$ cat config.mk
export PLATFORM = sky130hd
export DESIGN_NAME = stream_pool_engine
export DESIGN_NICKNAME = d
export VERILOG_FILES = /design/src/rtl/stream_pool_engine.sv
export SDC_FILE = /design/constraint.sdc
export NUM_CORES = 1
export LEC_CHECK = 0
export BUFFER_PORTS_ARGS = -buffer_cell sky130_fd_sc_hd__buf_2
export CAP_MARGIN = 40
export CORE_MARGIN = 8
export CORE_UTILIZATION = 48
export CTS_BUF_LIST = sky130_fd_sc_hd__clkbuf_8
export CTS_CLUSTER_DIAMETER = 120
export DETAILED_ROUTE_END_ITERATION = 10
export SLEW_MARGIN = 20
export SYNTH_ARGS = -nofsm -noshare
export SYNTH_HDL_FRONTEND = slang
export SYNTH_SLANG_ARGS = --single-unit
$ cat constraint.sdc
create_clock -name clk -period 5.98 [get_ports clk]
set_input_delay 0.598 -clock clk [delete_from_list [all_inputs] [get_ports clk]]
set_output_delay 0.598 -clock clk [all_outputs]
set_load 0.005 [all_outputs]
$ cat src/rtl/stream_pool_engine.sv
// stream_pool_engine: streaming KxK non-overlapping max/min/mean pooling over raster-order pixels.
// Build macro POOL_MEAN_ROUND_EN makes mean mode round half-up instead of truncating.
module stream_pool_engine #(
  parameter int DATA_W = 8,
  parameter int MAX_W  = 64,
  parameter int MAX_H  = 64,
  parameter int KSIZE  = 2
) (
  input  logic                         clk,
  input  logic                         rst,
  input  logic                         start,
  input  logic [$clog2(MAX_W+1)-1:0]   cfg_width,
  input  logic [$clog2(MAX_H+1)-1:0]   cfg_height,
  input  logic [1:0]                   cfg_mode,
  input  logic                         s_valid,
  input  logic [DATA_W-1:0]            s_data,
  output logic                         s_ready,
  output logic                         m_valid,
  output logic [DATA_W-1:0]            m_data,
  output logic                         m_last,
  input  logic                         m_ready,
  output logic                         idle,
  output logic                         busy,
  output logic                         done,
  output logic                         error
);

  localparam int WW    = $clog2(MAX_W+1);
  localparam int HW    = $clog2(MAX_H+1);
  localparam int LK    = $clog2(KSIZE);
  localparam int ACC_W = DATA_W + 2*LK;
  localparam int OC_N  = MAX_W / KSIZE;
  localparam int OCW   = (OC_N > 1) ? $clog2(OC_N) : 1;
`ifdef POOL_MEAN_ROUND_EN
  localparam int RND   = 1 << (2*LK - 1);
`else
  localparam int RND   = 0;
`endif

  typedef enum logic [2:0] {S_IDLE, S_RUN, S_DRAIN, S_DONE, S_ERR} state_t;

  state_t             state_q, state_d;
  logic [WW-1:0]      w_q, w_d, col_q, col_d;
  logic [HW-1:0]      h_q, h_d, row_q, row_d;
  logic [1:0]         mode_q, mode_d;
  logic               mValid_q, mValid_d, mLast_q, mLast_d;
  logic [DATA_W-1:0]  mData_q, mData_d;
  logic [ACC_W-1:0]   acc_q [OC_N];

  logic               cfgOk, accept, inWin, firstPix, closeWin, lastPix, lastOut;
  logic [WW-1:0]      wEff;
  logic [HW-1:0]      hEff;
  logic [OCW-1:0]     ocIdx;
  logic [ACC_W-1:0]   accCur, pixExt, accNew, meanSum;
  logic [DATA_W-1:0]  result;

  assign cfgOk = (cfg_width  >= WW'(KSIZE)) && (cfg_width  <= WW'(MAX_W)) &&
                 (cfg_height >= HW'(KSIZE)) && (cfg_height <= HW'(MAX_H)) &&
                 (cfg_mode != 2'b11);

  assign s_ready  = (state_q == S_RUN) && !(mValid_q && !m_ready);
  assign accept   = s_valid && s_ready;

  // Pixels past the last full window in either direction are consumed but never pooled.
  assign wEff     = w_q & ~WW'(KSIZE-1);
  assign hEff     = h_q & ~HW'(KSIZE-1);
  assign inWin    = (col_q < wEff) && (row_q < hEff);
  assign firstPix = (row_q[LK-1:0] == '0) && (col_q[LK-1:0] == '0);
  assign closeWin = (row_q[LK-1:0] == '1) && (col_q[LK-1:0] == '1);
  assign lastPix  = (col_q == w_q - WW'(1)) && (row_q == h_q - HW'(1));
  assign lastOut  = (col_q == wEff - WW'(1)) && (row_q == hEff - HW'(1));

  assign ocIdx    = OCW'(col_q >> LK);
  assign accCur   = acc_q[ocIdx];
  assign pixExt   = ACC_W'(s_data);

  always_comb begin
    accNew = pixExt;
    if (!firstPix) begin
      case (mode_q)
        2'b00:   accNew = (pixExt > accCur) ? pixExt : accCur;
        2'b10:   accNew = (pixExt < accCur) ? pixExt : accCur;
        2'b01:   accNew = accCur + pixExt;
        default: accNew = pixExt;
      endcase
    end
  end

  // The mean accumulator is sized so the rounding offset can never overflow it.
  assign meanSum = accNew + ACC_W'(RND);
  assign result  = (mode_q == 2'b01) ? DATA_W'(meanSum >> (2*LK)) : accNew[DATA_W-1:0];

  always_comb begin
    state_d  = state_q;
    w_d      = w_q;
    h_d      = h_q;
    mode_d   = mode_q;
    col_d    = col_q;
    row_d    = row_q;
    mValid_d = mValid_q && !m_ready;
    mLast_d  = mLast_q && !m_ready;
    mData_d  = mData_q;
    case (state_q)
      S_IDLE, S_ERR: begin
        if (start) begin
          if (cfgOk) begin
            state_d = S_RUN;
            w_d     = cfg_width;
            h_d     = cfg_height;
            mode_d  = cfg_mode;
            col_d   = '0;
            row_d   = '0;
          end else begin
            state_d = S_ERR;
          end
        end
      end
      S_RUN: begin
        if (accept) begin
          if (col_q == w_q - WW'(1)) begin
            col_d = '0;
            row_d = row_q + HW'(1);
          end else begin
            col_d = col_q + WW'(1);
          end
          if (inWin && closeWin) begin
            mValid_d = 1'b1;
            mData_d  = result;
            mLast_d  = lastOut;
          end
          if (lastPix) state_d = S_DRAIN;
        end
      end
      S_DRAIN: begin
        if (!(mValid_q && !m_ready)) state_d = S_DONE;
      end
      S_DONE:  state_d = S_IDLE;
      default: state_d = S_IDLE;
    endcase
  end

  always_ff @(posedge clk) begin
    if (rst) begin
      state_q  <= S_IDLE;
      w_q      <= '0;
      h_q      <= '0;
      mode_q   <= '0;
      col_q    <= '0;
      row_q    <= '0;
      mValid_q <= 1'b0;
      mLast_q  <= 1'b0;
      mData_q  <= '0;
      for (int i = 0; i < OC_N; i++) acc_q[i] <= '0;
    end else begin
      state_q  <= state_d;
      w_q      <= w_d;
      h_q      <= h_d;
      mode_q   <= mode_d;
      col_q    <= col_d;
      row_q    <= row_d;
      mValid_q <= mValid_d;
      mLast_q  <= mLast_d;
      mData_q  <= mData_d;
      if (accept && inWin) acc_q[ocIdx] <= accNew;
    end
  end

  assign m_valid = mValid_q;
  assign m_data  = mData_q;
  assign m_last  = mLast_q;
  assign idle    = (state_q == S_IDLE);
  assign busy    = (state_q == S_RUN) || (state_q == S_DRAIN);
  assign done    = (state_q == S_DONE);
  assign error   = (state_q == S_ERR);

endmodule

# Yosys cells after proc, flatten, opt, wreduce, memory -nomap -nowiden

Memory sizes are Yosys's and may differ from the RTL's. A register that Yosys moved wholly into a read port is not among the register bits.
Index checks and enable logic that the tools add are counted.

Add/sub/neg operators: 7
Order comparisons: 8
Equal/unequal tests: 17
Reduce and logical (&&, ||, !) cells: 28
Mux-type cells: 35
Bitwise gates (word level): 2

Operators by type and width:

| kind                  | number |
|---|---|
| $mux W7               | 6 |
| $mux W10              | 4 |
| $pmux W10 S3          | 1 |
| $eq A7 B7 Y1          | 4 |
| $pmux W7 S2           | 2 |
| $sub A7 B1 Y7 const B | 4 |
| $logic_and A1 B1 Y1   | 15 |
| $mux W3               | 5 |
| $mux W5               | 3 |
| $add A7 B1 Y7 const B | 2 |
| $ge A7 B2 Y1 const B  | 2 |
| $le A7 B7 Y1 const B  | 2 |
| $lt A7 B7 Y1          | 2 |
| $ne A2 B2 Y1 const B  | 7 |
| $mux W1               | 12 |
| $add A10 B8 Y10       | 1 |
| $gt A8 B10 Y1         | 1 |
| $lt A8 B10 Y1         | 1 |
| $reduce_or A10 Y1     | 1 |
| $pmux W3 S3           | 1 |
| $mux W8               | 1 |
| $reduce_and A4 Y1     | 2 |
| $eq A3 B2 Y1 const B  | 2 |
| $reduce_and A3 Y1     | 2 |
| 12 further kinds      | 14 |

Bits of input ports: 29
Flip-flop bits (word level): 43
Bits in writable memories: 320
Output and inout port bits: 15
Memories kept: 1
Logic and storage cells: 107

Memories:

| memory | words | bits a word | read ports | clocked after Yosys merged registers in | write ports | RTL line | source |
|---|---|---|---|---|---|---|---|
| acc_q  | 32    | 10          | 1          | 1                                       | 32          | 48       | `logic [ACC_W-1:0] acc_q [OC_N];` |

# Longest topological paths before layout

Gate-level depths: netlist of the first run.

Depth in word-level cells: 11
Gate-level depth with buffers: 22
Gate-level depth less buffers: 16

# Worst setup path after synthesis of the first run

Ideal clock, no wire load.

Path type: register to register
Start: register (tool-made name)
End: memory acc_q[0][0] (netlist name), data pin
Arrival time: 4.206 ns
Setup slack: 1.506 ns
Cell stages (with the launch flop): 18
Clock period less this slack: 4.474 ns
Library setup time: 0.268 ns
Required time: 5.712 ns
Buffers on the path: 4
Cells stage by stage: dfxtp_1 buf_6 buf_2 buf_6 mux4_2 mux4_2 a21o_1 inv_1 ha_1 o211ai_1 o21a_1 a31o_2 nor2_1 nand3_4 a32o_4 a221oi_4 buf_6 nor2_2

RTL lines:

| item          | RTL line |
|---|---|
| end, declared | 48 |

==> run metrics, run 1 <==
outcome=finished, final reports clean; clk buf depth=3; Detailed Place HPWL=around 33000 um; mapped cell area=approximately 19000 sq um; TritonCTS clock tree=yes; share of cells above drive strength 1=about 25%; Post-synth EDFFs=320; fin nets=roughly 1600; critical path type=flop to flop; DRT antenna net count=0; Comb pwr share=approximately 8.5%; Hold Buf Count CTS=0; Setup crit start kind=flop; max_cap viols=0; largest net degree at the start of global routing=73; first-pass detailed-route iteration total=6; Detailed Route WL=~50000 um; final worst slack=approximately 0.86 ns; Fmax achieved=just under 200 MHz; pre-CTS setup slack=0.8478 ns; Ports=44; die height=between 200 and 250 um; Clk pin slew, worst setup/hold paths=0.06 ns; Max Slew Vio Count=0; vias in the first global route=between 10000 and 15000; global route hottest layer=met2; met1 Usage GRT=28.38%; syn avg cell area=roughly 12 sq um; clock power share=37.8%; Post-synth top flop=edfxtp_1; met2 usage=approximately 35%; Final min period=5.124 ns; Leak=between 6 and 7 nW; post-route clock period utilization=around 86%; clock latency on the worst-skew pair=approximately 0.66 ns; DRC Markers=0; clk sink count=approximately 370; # resized after CTS=0; RSZ-0062 raised after global routing=false; GR Util met3=between 3 and 4%; Post-Syn Instances=1531; Setup Total Neg Slack=0 ns; final setup violation count=0; P per Cell Area=~260 nW/um^2; Inserted Clock Buffers=61; Final Hold Viols=0; clock skew=about 0.032 ns; gr usage total=21.38%; row cnt=between 70 and 80; GR Overflow Total=0; peak supply drop=around 0.17 mV; fin util=between 50% and 60%; CP arrival=roughly 5.5 ns; vias per cell=5.794; initial antenna violation count=1; Internal Power=approximately 4.1 mW; Switching Share=25.10%; worst hold margin=~0.21 ns; crit-path max FO=26; Area Overhead vs Synth=8.204%; Distinct cells, synth=80; routed len/inst=23.52 um; warnings from Yosys=0; Hold Path Class=input port to flop; syn nets=1600; gpl congestion=about 0.9; first-pass GRT wire length=76290 um; DR vias=approximately 12000; Iteration-0 DRC Markers=1066; register area share after synthesis=between 50% and 60%; P_sw=roughly 1.4 mW; IO Port Bufs=between 40 and 50; chip width=between 200 and 250 um; Max-Slew Margin vs Limit=45.43%; Worst Max-Slew Pin Slew=just over 0.8 ns; #FFs+latches synth=between 300 and 400; CTS Root Cell=clkbuf_8; CTS H-Tree Depth=2; initial core utilization=~48%; Design Power=roughly 5.5 mW; ANT cells=0; postcts setup bufs=0; Reg power frac=between 50% and 60%; core footprint=about 40000 sq um; FFs w/ async S/R, synth=0%; nature of the critical path endpoint=flop; CP Data Required Time=6.35 ns; Die ar.=between 40000 and 50000 sq um
[synthesized netlist by cell type (28+ instances only)]
master	instances	share of area [%]
edfxtp_1	320	50
nor2_1	255	5.0
nor2_2	152	5.0
clkbuf_1	69	1.4
mux4_2	58	6.8
nand3_1	49	1.3
dfxtp_1	48	5.0
nand2_1	48	0.94
nand2b_1	46	1.5
a21oi_1	40	1.0
ha_1	39	2.6
inv_1	34	0.67
buf_6	33	1.9
mux2i_1	28	1.5
[layer usage]
layer  wire length [um]  up-vias  share of wire (%)
li1                   -     5587                  -
met1              21220     6158                 43
met2              24370      424                 49
met3               2662      101                5.3
met4               1542        2                3.1
met5                 12        -              0.024
[cells by family (layout without fill, tap and decap cells)]
| kind of cell | Yosys count | after routing | share of synthesized area, % |
|---|---|---|---|
| and+or+nand+nor | 644 | 644 | 17.01 |
| DFF | 368 | 368 | 55.40 |
| AOI/OAI and AO/OA | 167 | 167 | 6.755 |
| buffers and inverters | 161 | 223 | 4.945 |
| muxes | 110 | 110 | 11.35 |
| xor gates and xnor gates | 41 | 41 | 1.882 |
| adders and majority gates | 40 | 40 | 2.663 |
[final cells by class]
type,count,area (sq um)
Tap cell,525,656.9
Fill cell,3474,18810
Clock buffer,62,853.3
Multi-Input combinational cell,1002,7574
Timing Repair Buffer,78,605.6
Clock inverter,49,247.7
Inverter,34,127.6
Sequential cell,368,10580
[through the flow]
stage	std cells	area [sq um]
after floorplan	1531	19080
after global placement	2001	19480
after detailed placement	2007	19540
after CTS	2118	20640
after global routing	2118	20640
final	2118	20640
[power by group through the flow]
stage | clock network, mW | registers [mW] | logic (mW)
global placement | 0 | 2.98 | 0.457
CTS | 2.11 | 2.93 | 0.464
detailed placement | 0 | 2.99 | 0.462
floorplan | 0 | 2.96 | 0.341
finish | 2.07 | 2.93 | 0.462
global route | 2.21 | 2.94 | 0.497
[worst paths after layout]
path | startpoint | endpoint | slack, ns | cells past startpoint
worst max register to register | flop | acc_q[18][6] | 0.86 | 15
worst min-delay path | cfg_height[4] | h_q[4] | 0.21 | 3
worst max-delay path | flop | acc_q[18][6] | 0.86 | 15
worst min register to register | m_last | m_last | 0.49 | 2
[state kept, by name (all words and copies together) (netlist names), named ones only]
| signal | flops |
|---|---|
| acc_q | 320 |
| col_q | 7 |
| h_q | 7 |
| m_data | 8 |
| m_last | 1 |
| m_valid | 1 |
| mode_q | 2 |
| row_q | 7 |
| state_q | 3 |
| w_q | 7 |
[layout by cell type (no fill, tap or decap), types with 6 or more instances in the layout]
master	synthesis	routed
nand2_1	48	48
mux4_1	20	20
clkinv_1	0	18
a21oi_1	40	40
ha_1	39	39
xnor2_1	22	22
mux4_2	58	58
mux2i_1	28	28
xor2_1	19	19
dfxtp_1	48	45
and3_1	8	8
nand4_1	13	13
or2_2	6	6
inv_1	34	59
nand3_1	49	49
o21a_1	8	8
edfxtp_1	320	320
o21ai_0	25	25
buf_4	6	24
o22ai_1	16	16
clkbuf_8	0	62
nand3b_1	6	6
nor2_1	255	255
buf_12	3	9
nor2b_1	14	14
a22oi_1	6	6
or4_1	7	7
nor3_1	20	20
nand2b_1	46	46
a31oi_1	7	7
nor2_2	152	152
buf_2	7	43
[critical path: stages, from the launching register on]
cell and delay, ns:
dfxtp_4 0.68, buf_12 0.24, mux4_1 0.57, nor2b_1 0.16, a211oi_1 0.49, or4_1 0.31, ha_1 0.22, o211ai_1 0.10
o21a_1 0.19, a31o_2 0.25, nor2_1 0.25, nand3_4 0.18, a32o_4 0.40, a221oi_4 0.31, buf_4 0.41, nor2_2 0.06
Note: power is estimated with default switching activity, not from simulation.
==> run 2, diff against run 1 <==
- CTS_BUF_LIST: sky130_fd_sc_hd__clkbuf_8 -> sky130_fd_sc_hd__clkbuf_8 sky130_fd_sc_hd__clkbuf_16
==> run 2 against run 1 <==
Sequential share of layout area is 0.71 points lower. Highest routed layer is now met4. Power is 10% higher. Combinational power about the same.
==> run metrics, run 2 (synthesized netlist as in run 1, its figures left out) <==
CTS H-Tree Depth=2; DR vias=between 10000 and 15000; final worst slack=between 0.8 and 0.9 ns; initial core utilization=between 40% and 50%; die height=about 220 um; largest net degree at the start of global routing=73; clock skew=between 0.015 and 0.02 ns; RSZ-0062 raised after global routing=false; CTS Root Cell=clkbuf_16; Layout Cells excl Fill=~2100; Max Slew Vio Count=0; Worst Max-Slew Pin Slew=just over 0.8 ns; gr usage total=21.25%; max_cap viols=0; commonest non-fill, non-tap cell in the layout=edfxtp_1; post-route clock period utilization=between 80% and 90%; Setup Total Neg Slack=0 ns; Iteration-0 DRC Markers=1135; nature of the critical path endpoint=flop; Final min period=slightly above 5 ns; Ports=44; CP Data Required Time=about 6.3 ns; clock latency on the worst-skew pair=0.56 ns; most frequent cells in the layout=320 x edfxtp_1, 255 x nor2_1, 152 x nor2_2; Hold Path Class=input port to flop; TritonCTS clock tree=yes; # resized after CTS=0; Switching Share=a little under a quarter; max reg flops=320; Clk pin slew, worst setup/hold paths=0.06 ns; vias in the first global route=12330; Hold Buf Count CTS=0; P per Cell Area=around 290 nW/um^2; DRC Markers=0; final setup violation count=0; gpl congestion=approximately 0.87; Inserted Clock Buffers=42; Largest Register=acc_q; crit-path max FO=36; Fmax achieved=195.0 MHz; routed len/inst=around 24 um; clk buf depth=3; Max-Slew Margin vs Limit=45.00%; Reg power frac=between 40% and 50%; Placed Instances=between 2000 and 2500; Area Overhead vs Synth=9.733%; first-pass GRT wire length=roughly 76000 um; clk sink count=368; IO Port Bufs=43; Final Hold Viols=0; peak supply drop=about 0.16 mV; Detailed Place HPWL=~33000 um; vias per cell=roughly 5.8; Die ar.=between 40000 and 50000 sq um; critical path type=flop to flop; clock power share=between 40% and 50%; placed cell area=around 20000 sq um; Detailed Route WL=between 40000 and 50000 um; row cnt=73; pre-CTS setup slack=0.8478 ns; core footprint=around 39000 sq um; Internal Power=4.621 mW; initial antenna violation count=0; chip width=~220 um; setup slack, reg-to-reg=between 0.8 and 0.9 ns; GR Overflow Total=0; outcome=finished, final reports clean; postcts setup bufs=0; design area=20940 sq um; fin util=53.06%; DRT antenna net count=0; P_sw=1.383 mW; Setup crit start kind=flop; share of cells above drive strength 1=24.79%; Leak=around 7 nW; first-pass detailed-route iteration total=5; CP arrival=5.41 ns; Comb pwr share=7.7%; ANT cells=0; fin nets=1595
[run 2: routing by layer]
layer | vias to the layer above | share of wire, % | wire length (um) | track usage [%]
met5 | - | 0 | 0 | 0
met4 | 0 | 2.8 | 1417 | 7.263
met3 | 89 | 5.2 | 2577 | 2.978
met2 | 377 | 49 | 24200 | 35.25
met1 | 6115 | 43 | 21540 | 28.44
li1 | 5551 | - | - | -
[run 2: path summary, 6_finish.rpt]
path	end	startpoint	cells past startpoint
max	acc_q[24][7]	flop	13
min	h_q[4]	cfg_height[4]	3
max reg2reg	acc_q[24][7]	flop	13
min reg2reg	m_last	m_last	2
[run 2: power groups by stage]
stage / Sequential, mW / Clock (mW) / Combinational [mW]
after detailed placement: 2.99 / 0 / 0.462
after floorplan: 2.96 / 0 / 0.341
after global placement: 2.98 / 0 / 0.457
final: 2.93 / 2.61 / 0.462
after global routing: 2.94 / 2.75 / 0.497
after CTS: 2.93 / 2.65 / 0.464
[run 2: area by class of cell]
| type | count | area [sq um] |
|---|---|---|
| clock inverters | 29 | 252.7 |
| flip-flops and latches | 368 | 10580 |
| well taps | 525 | 656.9 |
| repair buffers | 78 | 605.6 |
| fillers | 3406 | 18520 |
| multi-input cells | 1002 | 7574 |
| inverters | 34 | 127.6 |
| clock buffers | 46 | 1140 |
[run 2: worst max-delay path, cell delays in order (launching register included)]
cell and delay, ns:
dfxtp_4 0.79, buf_12 0.28, mux4_2 0.51, nor2b_1 0.17, a211oi_1 0.40, or4_1 0.33
ha_1 0.32, o41ai_1 0.68, o41ai_1 0.18, xnor2_1 0.33, o21ai_0 0.19, a221oi_4 0.25
buf_12 0.29, nor2_1 0.07
[run 2: stage by stage]
| step | hold slack [ns] | power, mW |
|---|---|---|
| floorplan | 0.4721 | 3.302 |
| global placement | 0.4644 | 3.437 |
| detailed placement | 0.4743 | 3.448 |
| CTS | 0.2636 | 6.050 |
| global route | 0.3035 | 6.183 |
| finish | 0.2908 | 6.004 |
